`config.mk`:
```
export PLATFORM = sky130hd
export DESIGN_NAME = multicycle_control_sequencer_flat
export DESIGN_NICKNAME = d
export VERILOG_FILES = /design/src/rtl/multicycle_control_sequencer_if.sv /design/src/rtl/multicycle_control_sequencer.sv /design/src/flat_wrapper.sv
export SDC_FILE = /design/constraint.sdc
export NUM_CORES = 1
export LEC_CHECK = 0
export BUFFER_PORTS_ARGS = -buffer_cell sky130_fd_sc_hd__buf_2
export CAP_MARGIN = 20
export CORE_AREA = 10 10 56 58
export DETAILED_ROUTE_END_ITERATION = 10
export DIE_AREA = 0 0 66 68
export PLACE_DENSITY_LB_ADDON = 0.2
export SETUP_SLACK_MARGIN = 0.02
export SLEW_MARGIN = 5
export SYNTH_ARGS = -nofsm -noshare
export SYNTH_HDL_FRONTEND = slang
export SYNTH_SLANG_ARGS = --single-unit
export TNS_END_PERCENT = 10
```
`constraint.sdc`:
```
create_clock -name clk -period 1.69 [get_ports clk]
set_input_delay 0.338 -clock clk [delete_from_list [all_inputs] [get_ports clk]]
set_output_delay 0.338 -clock clk [all_outputs]
set_load 0.02 [all_outputs]
```
`src/rtl/multicycle_control_sequencer_if.sv`:
```
// multicycle_control_sequencer_if: IR fields, memory handshake and datapath strobes of the control sequencer
interface multicycle_control_sequencer_if;
   logic       run, zero, mem_ready;
   logic [5:0] opcode;
   logic [2:0] funct;
   logic       imem_req, dmem_read, dmem_write, ir_load, pc_write;
   logic [1:0] pc_src, alu_src_b;
   logic [2:0] alu_control, state;
   logic       reg_write, mem_to_reg, halted, illegal_op, bus_error;
   modport master(
      input  run, opcode, funct, zero, mem_ready,
      output imem_req, dmem_read, dmem_write, ir_load, pc_write, pc_src, alu_src_b,
             alu_control, reg_write, mem_to_reg, state, halted, illegal_op, bus_error
   );
   modport slave(
      output run, opcode, funct, zero, mem_ready,
      input  imem_req, dmem_read, dmem_write, ir_load, pc_write, pc_src, alu_src_b,
             alu_control, reg_write, mem_to_reg, state, halted, illegal_op, bus_error
   );
endinterface

```
`src/rtl/multicycle_control_sequencer.sv`:
```
// multicycle_control_sequencer: fetch/decode/exec/mem/wb control FSM with memory timeout.
// Optional PERF_COUNTERS_EN adds cycle_count/retired_count outputs.
module multicycle_control_sequencer #(
   parameter int MEM_TIMEOUT = 16
`ifdef PERF_COUNTERS_EN
   ,
   parameter int CNT_W = 32
`endif
) (
   input logic clk,
   input logic reset,
`ifdef PERF_COUNTERS_EN
   output logic [CNT_W-1:0] cycle_count,
   output logic [CNT_W-1:0] retired_count,
`endif
   multicycle_control_sequencer_if.master bus
);
   typedef enum logic [2:0] {FETCH = 3'd0, DECODE = 3'd1, EXEC = 3'd2, MEM = 3'd3, WB = 3'd4, HALT = 3'd5} state_t;
   localparam logic [5:0] OP_R = 6'h00, OP_ADDI = 6'h08, OP_LW = 6'h23, OP_SW = 6'h2B,
                          OP_BEQ = 6'h04, OP_J = 6'h02, OP_HALT = 6'h3F;
   localparam logic [7:0] LIM = 8'(MEM_TIMEOUT - 1);
   state_t     st, nxt;
   logic [7:0] wcnt;
   logic       bus_err, waiting, timeout, is_lw;
   logic       imem_req, dmem_read, dmem_write, ir_load, pc_write, reg_write, mem_to_reg, illegal_op;
   logic [1:0] pc_src, alu_src_b;
   logic [2:0] alu_control;
   assign is_lw   = bus.opcode == OP_LW;
   assign waiting = (st == FETCH && bus.run) || st == MEM;
   // the cycle that would be the MEM_TIMEOUT-th unanswered wait cycle aborts, unless mem_ready arrives in it
   assign timeout = waiting && !bus.mem_ready && wcnt == LIM;
   always_comb begin
      nxt = st;
      imem_req = 1'b0;
      dmem_read = 1'b0;
      dmem_write = 1'b0;
      ir_load = 1'b0;
      pc_write = 1'b0;
      reg_write = 1'b0;
      mem_to_reg = 1'b0;
      illegal_op = 1'b0;
      pc_src = 2'd0;
      alu_src_b = 2'd0;
      alu_control = 3'd0;
      case (st)
         FETCH: if (bus.run) begin
            imem_req = 1'b1;
            alu_src_b = 2'd1;
            ir_load = bus.mem_ready;
            pc_write = bus.mem_ready;
            nxt = bus.mem_ready ? DECODE : timeout ? HALT : FETCH;
         end
         DECODE: nxt = EXEC;
         EXEC: case (bus.opcode)
            OP_R: begin
               alu_control = bus.funct;
               nxt = WB;
            end
            OP_ADDI: begin
               alu_src_b = 2'd2;
               nxt = WB;
            end
            OP_LW, OP_SW: begin
               alu_src_b = 2'd2;
               nxt = MEM;
            end
            OP_BEQ: begin
               alu_control = 3'd1;
               pc_write = bus.zero;
               pc_src = {1'b0, bus.zero};
               nxt = FETCH;
            end
            OP_J: begin
               pc_write = 1'b1;
               pc_src = 2'd2;
               nxt = FETCH;
            end
            OP_HALT: nxt = HALT;
            default: begin
               illegal_op = 1'b1;
               nxt = FETCH;
            end
         endcase
         MEM: begin
            dmem_read = is_lw;
            dmem_write = !is_lw;
            nxt = bus.mem_ready ? (is_lw ? WB : FETCH) : timeout ? HALT : MEM;
         end
         WB: begin
            reg_write = 1'b1;
            mem_to_reg = is_lw;
            nxt = FETCH;
         end
         HALT: nxt = HALT;
         default: nxt = FETCH;
      endcase
   end
   always_ff @(posedge clk)
      if (reset) begin
         st <= FETCH;
         wcnt <= '0;
         bus_err <= 1'b0;
      end else begin
         st <= nxt;
         wcnt <= waiting && !bus.mem_ready ? wcnt + 8'd1 : '0;
         if (timeout) bus_err <= 1'b1;
      end
   // strobes are forced low while reset is held so an aborted cycle has no side effects
   assign bus.imem_req    = imem_req & ~reset;
   assign bus.dmem_read   = dmem_read & ~reset;
   assign bus.dmem_write  = dmem_write & ~reset;
   assign bus.ir_load     = ir_load & ~reset;
   assign bus.pc_write    = pc_write & ~reset;
   assign bus.reg_write   = reg_write & ~reset;
   assign bus.mem_to_reg  = mem_to_reg & ~reset;
   assign bus.illegal_op  = illegal_op & ~reset;
   assign bus.pc_src      = reset ? 2'd0 : pc_src;
   assign bus.alu_src_b   = reset ? 2'd0 : alu_src_b;
   assign bus.alu_control = reset ? 3'd0 : alu_control;
   assign bus.state       = st;
   assign bus.halted      = st == HALT;
   assign bus.bus_error   = bus_err;
`ifdef PERF_COUNTERS_EN
   always_ff @(posedge clk)
      if (reset) begin
         cycle_count <= '0;
         retired_count <= '0;
      end else begin
         if (st != HALT) cycle_count <= cycle_count + 1'b1;
         if (nxt == FETCH && (st == EXEC || st == MEM || st == WB)) retired_count <= retired_count + 1'b1;
      end
`endif
endmodule

```
`src/flat_wrapper.sv`:
```
// flat-port wrapper written by rule: the top's interface ports become plain ports
module multicycle_control_sequencer_flat 
#(
   parameter int MEM_TIMEOUT = 16

)
  (clk, reset, bus_run, bus_opcode, bus_funct, bus_zero, bus_mem_ready, bus_imem_req, bus_dmem_read, bus_dmem_write, bus_ir_load, bus_pc_write, bus_pc_src, bus_alu_src_b, bus_alu_control, bus_reg_write, bus_mem_to_reg, bus_state, bus_halted, bus_illegal_op, bus_bus_error);
  multicycle_control_sequencer_if bus_i ();
  input logic clk;
  input logic reset;
  input wire logic [$bits(bus_i.run)-1:0] bus_run;
  input wire logic [$bits(bus_i.opcode)-1:0] bus_opcode;
  input wire logic [$bits(bus_i.funct)-1:0] bus_funct;
  input wire logic [$bits(bus_i.zero)-1:0] bus_zero;
  input wire logic [$bits(bus_i.mem_ready)-1:0] bus_mem_ready;
  output wire logic [$bits(bus_i.imem_req)-1:0] bus_imem_req;
  output wire logic [$bits(bus_i.dmem_read)-1:0] bus_dmem_read;
  output wire logic [$bits(bus_i.dmem_write)-1:0] bus_dmem_write;
  output wire logic [$bits(bus_i.ir_load)-1:0] bus_ir_load;
  output wire logic [$bits(bus_i.pc_write)-1:0] bus_pc_write;
  output wire logic [$bits(bus_i.pc_src)-1:0] bus_pc_src;
  output wire logic [$bits(bus_i.alu_src_b)-1:0] bus_alu_src_b;
  output wire logic [$bits(bus_i.alu_control)-1:0] bus_alu_control;
  output wire logic [$bits(bus_i.reg_write)-1:0] bus_reg_write;
  output wire logic [$bits(bus_i.mem_to_reg)-1:0] bus_mem_to_reg;
  output wire logic [$bits(bus_i.state)-1:0] bus_state;
  output wire logic [$bits(bus_i.halted)-1:0] bus_halted;
  output wire logic [$bits(bus_i.illegal_op)-1:0] bus_illegal_op;
  output wire logic [$bits(bus_i.bus_error)-1:0] bus_bus_error;
  assign bus_i.run = bus_run;
  assign bus_i.opcode = bus_opcode;
  assign bus_i.funct = bus_funct;
  assign bus_i.zero = bus_zero;
  assign bus_i.mem_ready = bus_mem_ready;
  assign bus_imem_req = bus_i.imem_req;
  assign bus_dmem_read = bus_i.dmem_read;
  assign bus_dmem_write = bus_i.dmem_write;
  assign bus_ir_load = bus_i.ir_load;
  assign bus_pc_write = bus_i.pc_write;
  assign bus_pc_src = bus_i.pc_src;
  assign bus_alu_src_b = bus_i.alu_src_b;
  assign bus_alu_control = bus_i.alu_control;
  assign bus_reg_write = bus_i.reg_write;
  assign bus_mem_to_reg = bus_i.mem_to_reg;
  assign bus_state = bus_i.state;
  assign bus_halted = bus_i.halted;
  assign bus_illegal_op = bus_i.illegal_op;
  assign bus_bus_error = bus_i.bus_error;
  multicycle_control_sequencer #(.MEM_TIMEOUT(MEM_TIMEOUT)) u_core (.clk(clk), .reset(reset), .bus(bus_i));
endmodule
```
# After elaboration in Yosys (flattened, before gate mapping)
# Index checks and enable logic that the tools add are counted.
[op_classes]
shift = 0
reduce_logical = 13
n_div = 0
n_bitwise = 10
mux = 30
multipliers = 0
n_eq_ne = 13
n_lt_le_gt_ge = 0
add_sub_neg = 1
[ops]
columns = ["op", "count"]
rows = [
  ["3-bit two-way mux", 8],
  ["6-bit equality test, second input constant", 3],
  ["3-bit one-hot mux with 5 select lines", 1],
  ["1-bit two-way mux", 11],
  ["3-bit one-hot mux with 3 select lines", 1],
  ["8-bit by 1-bit adder with 8-bit output, second input constant", 1],
  ["1-bit AND", 8],
  ["8-bit by 4-bit equality test with 1-bit output, second input constant", 1],
  ["2-bit two-way mux", 4],
  ["2-bit one-hot mux with 2 select lines", 2],
  ["7-bit OR reduction", 1],
  ["3-bit by 2-bit equality test with 1-bit output, second input constant", 2],
  ["3-bit equality test, second input constant", 2],
  ["6-bit by 2-bit equality test with 1-bit output, second input constant", 1],
  ["6-bit by 3-bit equality test with 1-bit output, second input constant", 1],
  ["6-bit by 4-bit equality test with 1-bit output, second input constant", 1],
  ["6-bit zero test", 1],
  ["3-bit one-hot mux with 2 select lines", 1],
  ["2-bit OR reduction", 3],
  ["1-bit one-hot mux with 2 select lines", 2],
  ["3-bit by 1-bit equality test with 1-bit output, second input constant", 1],
  ["1-bit logical AND", 3],
  ["3-bit zero test", 1],
  ["3-bit OR reduction", 1],
  ["4 further kinds", 6],
]
[word_totals]
n_memories = 0
inputBits = 14
wordCells = 70
ram_bits = 0
romBits = 0
out_inout_bits = 20
latchBits = 0
ff_bits = 12

# Depth between registers and ports, before layout
[logic_depth]
ltp_word = 9
mapped_depth = 6
depth_no_buf = 5

# Worst setup path before layout
# Ideal clock, no wire load.
[synth_timing]
path_type = "reg2out"
startpoint = "register u_core.st[2], in the netlist u_core.bus.state[2]"
endpoint = "output port bus_mem_to_reg"
required_time_ns = 1.352
n_path_buf = 1
slack_ns = -0.417
t_arrival_ns = 1.769
path_stages_with_launch = 4
cell_sequence = "dfxtp_1 -> buf_2 -> nor4b_1 -> and2_1"
[synth_via]
elab_chain_len = 3
[synth_lines]
columns = ["item", "line", "text"]
rows = [
  ["start: declaration", "multicycle_control_sequencer.sv:22", "state_t st, nxt;"],
  ["start signal: assignment", "multicycle_control_sequencer.sv:104", "st <= nxt;"],
  ["3-bit equality test", "multicycle_control_sequencer.sv:45", "case (st)"],
  ["1-bit two-way mux", "multicycle_control_sequencer.sv:45", ""],
  ["1-bit AND", "multicycle_control_sequencer.sv:115", "assign bus.mem_to_reg = mem_to_reg & ~reset;"],
  ["end: declaration", "flat_wrapper.sv:25", "output wire logic [$bits(bus_i.mem_to_reg)-1:0] bus_mem_to_reg;"],
]
# Every way passes these cells.

# Worst setup path after layout
[layout_timing]
startpoint = "input port bus_opcode[3]"
endpoint = "output port bus_alu_control[2]"
[layout_via]
elab_chain_len = 4
word_cells_on_any_way = 5
classes_between = "eq/ne (1); mux (3); reduce/logical (1)"
[layout_lines]
columns = ["item", "line", "text"]
rows = [
  ["start: declaration", "flat_wrapper.sv:12", "input wire logic [$bits(bus_i.opcode)-1:0] bus_opcode;"],
  ["6-bit by 3-bit equality test with 1-bit output or 6-bit zero test (tied branches)", "multicycle_control_sequencer.sv:54", "EXEC: case (bus.opcode)"],
  ["3-bit one-hot mux with 2 select lines *", "multicycle_control_sequencer.sv:54", ""],
  ["3-bit two-way mux *", "multicycle_control_sequencer.sv:45", ""],
  ["3-bit two-way mux *", "multicycle_control_sequencer.sv:119", "assign bus.alu_control = reset ? 3'd0 : alu_control;"],
  ["end: declaration", "flat_wrapper.sv:23", "output wire logic [$bits(bus_i.alu_control)-1:0] bus_alu_control;"],
]
# Every way passes the cells marked *; elsewhere a longest branch is shown, timed or not.

==> reports/qor.yml <==
grt:
  grt_overflow_total: 0
  grtUsageTotal_pct: 11.84
  antenna_found_initial: 0
  grt_first_pass_wirelength_um: 4381
  grt_pass1_vias: 986
  grt_max_degree: 11
logic_synthesis:
  netlist_top_cells_count: "nor2_1, dfxtp_1, nand2_1, nand3_1, nor3_1"
  synth_edf_count: 0
  yosysMostFrequentCell: "nor2_1"
  yosys.area.top_type: "dfxtp_1"
  synthTopCellsByArea: "dfxtp_1, nor2_1, nor4_2"
  synth_nets: 122
  ys_ff_latch: 12
  ys.flop_type: "dfxtp_1"
  postSynthAreaPerCell_um2: 8.150
  yosysWarnings: 0
  ys_seq_area_share_pct: 27.55
  ys_types: 39
  syn_area_um2: 872.1
  synthArstFlopShare_pct: 0
  synthCells: 107
  yosysTopAreaCellShare_pct: 27.55
sta:
  fin_crit_ns: 1.797
  worstMarginPinSlew_ns: 0.3340
  fmax_ghz: 0.5565
  rsz0062_at_grt: "yes"
  skew_ns: 0.003122
  hold_viol: 0
  fin_crit_sh_pct: 106.3
  final-setup-viol-count: 8
  max_slew_margin_pct: 77.55
  final.setup.tns_ns: -0.4208
  setup_ws_ns: -0.1068
  drv_slew: 0
cells_and_area:
  layout-drive-gt1-share_pct: 53.42
  synthToLayoutAreaGrowth_pct: 62.55
  stdcell_area_um2: 1418
  nets: 177
  fin_util_pct: 67.32
  num-fill-cells: 166
  diodes: 0
placement:
  placed_area_um2: 1207
  dpl.hpwl_um: 1982
  globalplace.congestion: 0.8502
  portBuffers: 33
routing:
  dr.pass1.iters: 4
  drtIter0Drc: 32
  vias: 974
  wl_per_cell_um: 14.00
  ant_nets: 0
  vias_per_cell: 5.153
  wirelength_um: 2646
  drc: 0
clocking:
  worst_skew_pair.late_latency_ns: 0.27
  cts_tree: "done"
  cts-htree-levels: 1
  cts_root_buffer: "clkbuf_4"
  numClockSinks: 12
  path_clk_slew_ns: 0.08
  clock_path_buffers: 2
  cts-buffers-inserted: 3
  cts_hold_buf: 0
hold_path:
  hold_start: "reset"
  hp-class: "in2reg"
  holdPathStages: 3
  whs_endpoint: "u_core.bus.bus_error$_SDFFE_PP0P_"
floorplan:
  initial_core_util_pct: 41.41
  ioPinCount: 34
  fp-row-count: 17
  die_area_um2: 4488
  die_w_um: 66
  core_area_um2: 2106
  die_h_um: 68
run_status:
  status: "complete, but fails checks"
  violations: "negative setup slack"
pwr:
  p_per_area_nw_per_um2: 481.4
  p_leak_nw: 0.6013
  ir_drop_mv: 0.3098
worst_setup_path:
  reg2reg_slack_ns: 0.28
  cp-start-kind: "primary input"
  worst-setup-path-type: "in2out"
  end_kind: "output pin"
  cp_max_fo: 4
  crit_arrival_ns: 1.46
  reg2reg_to: "u_core.bus.state[2]$_SDFFE_PP0P_"
  worstPathRequired_ns: 1.35
  worstRegToRegCells: 5
  timing.rr.start: "u_core.wcnt[0]$_SDFF_PP0_"
flow_run:
  cap_violations: 0
[how the worst max path moves through the flow]
stage	start	end	slack [ns]	cells past startpoint
after floorplan	u_core.bus.state[2]$_SDFFE_PP0P_	bus_alu_control[0]	-0.11	4
final	bus_opcode[3]	bus_alu_control[2]	-0.11	7
after global placement	bus_opcode[0]	bus_alu_control[1]	-0.15	6
after global routing	bus_opcode[3]	bus_alu_control[2]	-0.16	7
after CTS	bus_opcode[5]	bus_pc_write	-0.12	5
after detailed placement	bus_opcode[0]	bus_alu_control[2]	-0.23	6
[power breakdown]
| part | internal [mW] | switching [mW] |
|---|---|---|
| Combinational | 0.0802 | 0.0849 |
| Sequential | 0.286 | 0.00240 |
| Clock | 0.131 | 0.0979 |
| Total | 0.497 | 0.185 |
[placed cells by master (no fill, tap or decap), types with 2 or more instances in the layout]
cell type / count
xnor2_1: 3
buf_4: 28
nor3_2: 2
nand2b_1: 4
xor2_1: 4
buf_2: 20
dfxtp_1: 10
and3_1: 4
buf_6: 6
nor3_1: 3
and2_2: 2
nand3_4: 2
o21ai_0: 2
nand2_1: 6
and2_1: 3
dfxtp_2: 2
nand3_1: 5
clkbuf_4: 3
nor2_1: 16
a21oi_1: 3
nor4_4: 2
[logic make-up after synthesis]
logic type / Yosys count / share of synthesized area (%)
and+or+nand+nor: 62 / 41.61
adders and majority gates: 1 / 1.434
DFF: 12 / 27.55
xor gates and xnor gates: 7 / 7.030
buffers and inverters: 8 / 6.312
AOI/OAI and AO/OA: 17 / 16.07
[worst max-delay path: stages]
cell and delay [ns]:
buf_6 0.10, nor4_4 0.30, buf_4 0.17, nand3_4 0.09, nor3_2 0.18, and2_1 0.15, buf_4 0.13
[state kept, by name, indices dropped and copies added (netlist names)]
signal / flops
u_core.bus.state: 3
u_core.wcnt: 8
u_core.bus.bus_error: 1
[per-layer routing]
metal / vias to the layer above / part of all wire (%) / GRT usage [%]
li1: 486 / - / -
met1: 440 / 43 / 14.10
met2: 40 / 46 / 18.24
met3: 8 / 9.1 / 4.568
met4: 0 / 2.0 / 6.021
met5: - / 0 / 0
[per-stage QoR]
step / worst slack (ns) / hold WS, ns / total power [mW] / std cells
after floorplan: -0.1121 / 0.4093 / 0.3649 / 107
after detailed placement: -0.2304 / 0.4354 / 0.4300 / 183
final: -0.1068 / 0.4162 / 0.6825 / 189
after CTS: -0.1206 / 0.3854 / 0.6789 / 189
after global routing: -0.1639 / 0.4142 / 0.7190 / 189
after global placement: -0.1550 / 0.4237 / 0.4278 / 183
[layout make-up]
type,instances,area [um^2],area share [%]
multi-input cells,87,683.2,48.19
inverters,2,7.507,0.5296
clock buffers,4,36.28,2.560
flip-flops and latches,12,242.7,17.12
repair buffers,56,412.9,29.13
well taps,28,35.03,2.471
[repair_timing]
item	4_1_cts	5_1_grt
endpoints found under the setup margin	14	14
pin swaps	6	6
buffers inserted	2	0
gates resized for setup	24	16
No activity file was read; power rests on OpenSTA's default activity.
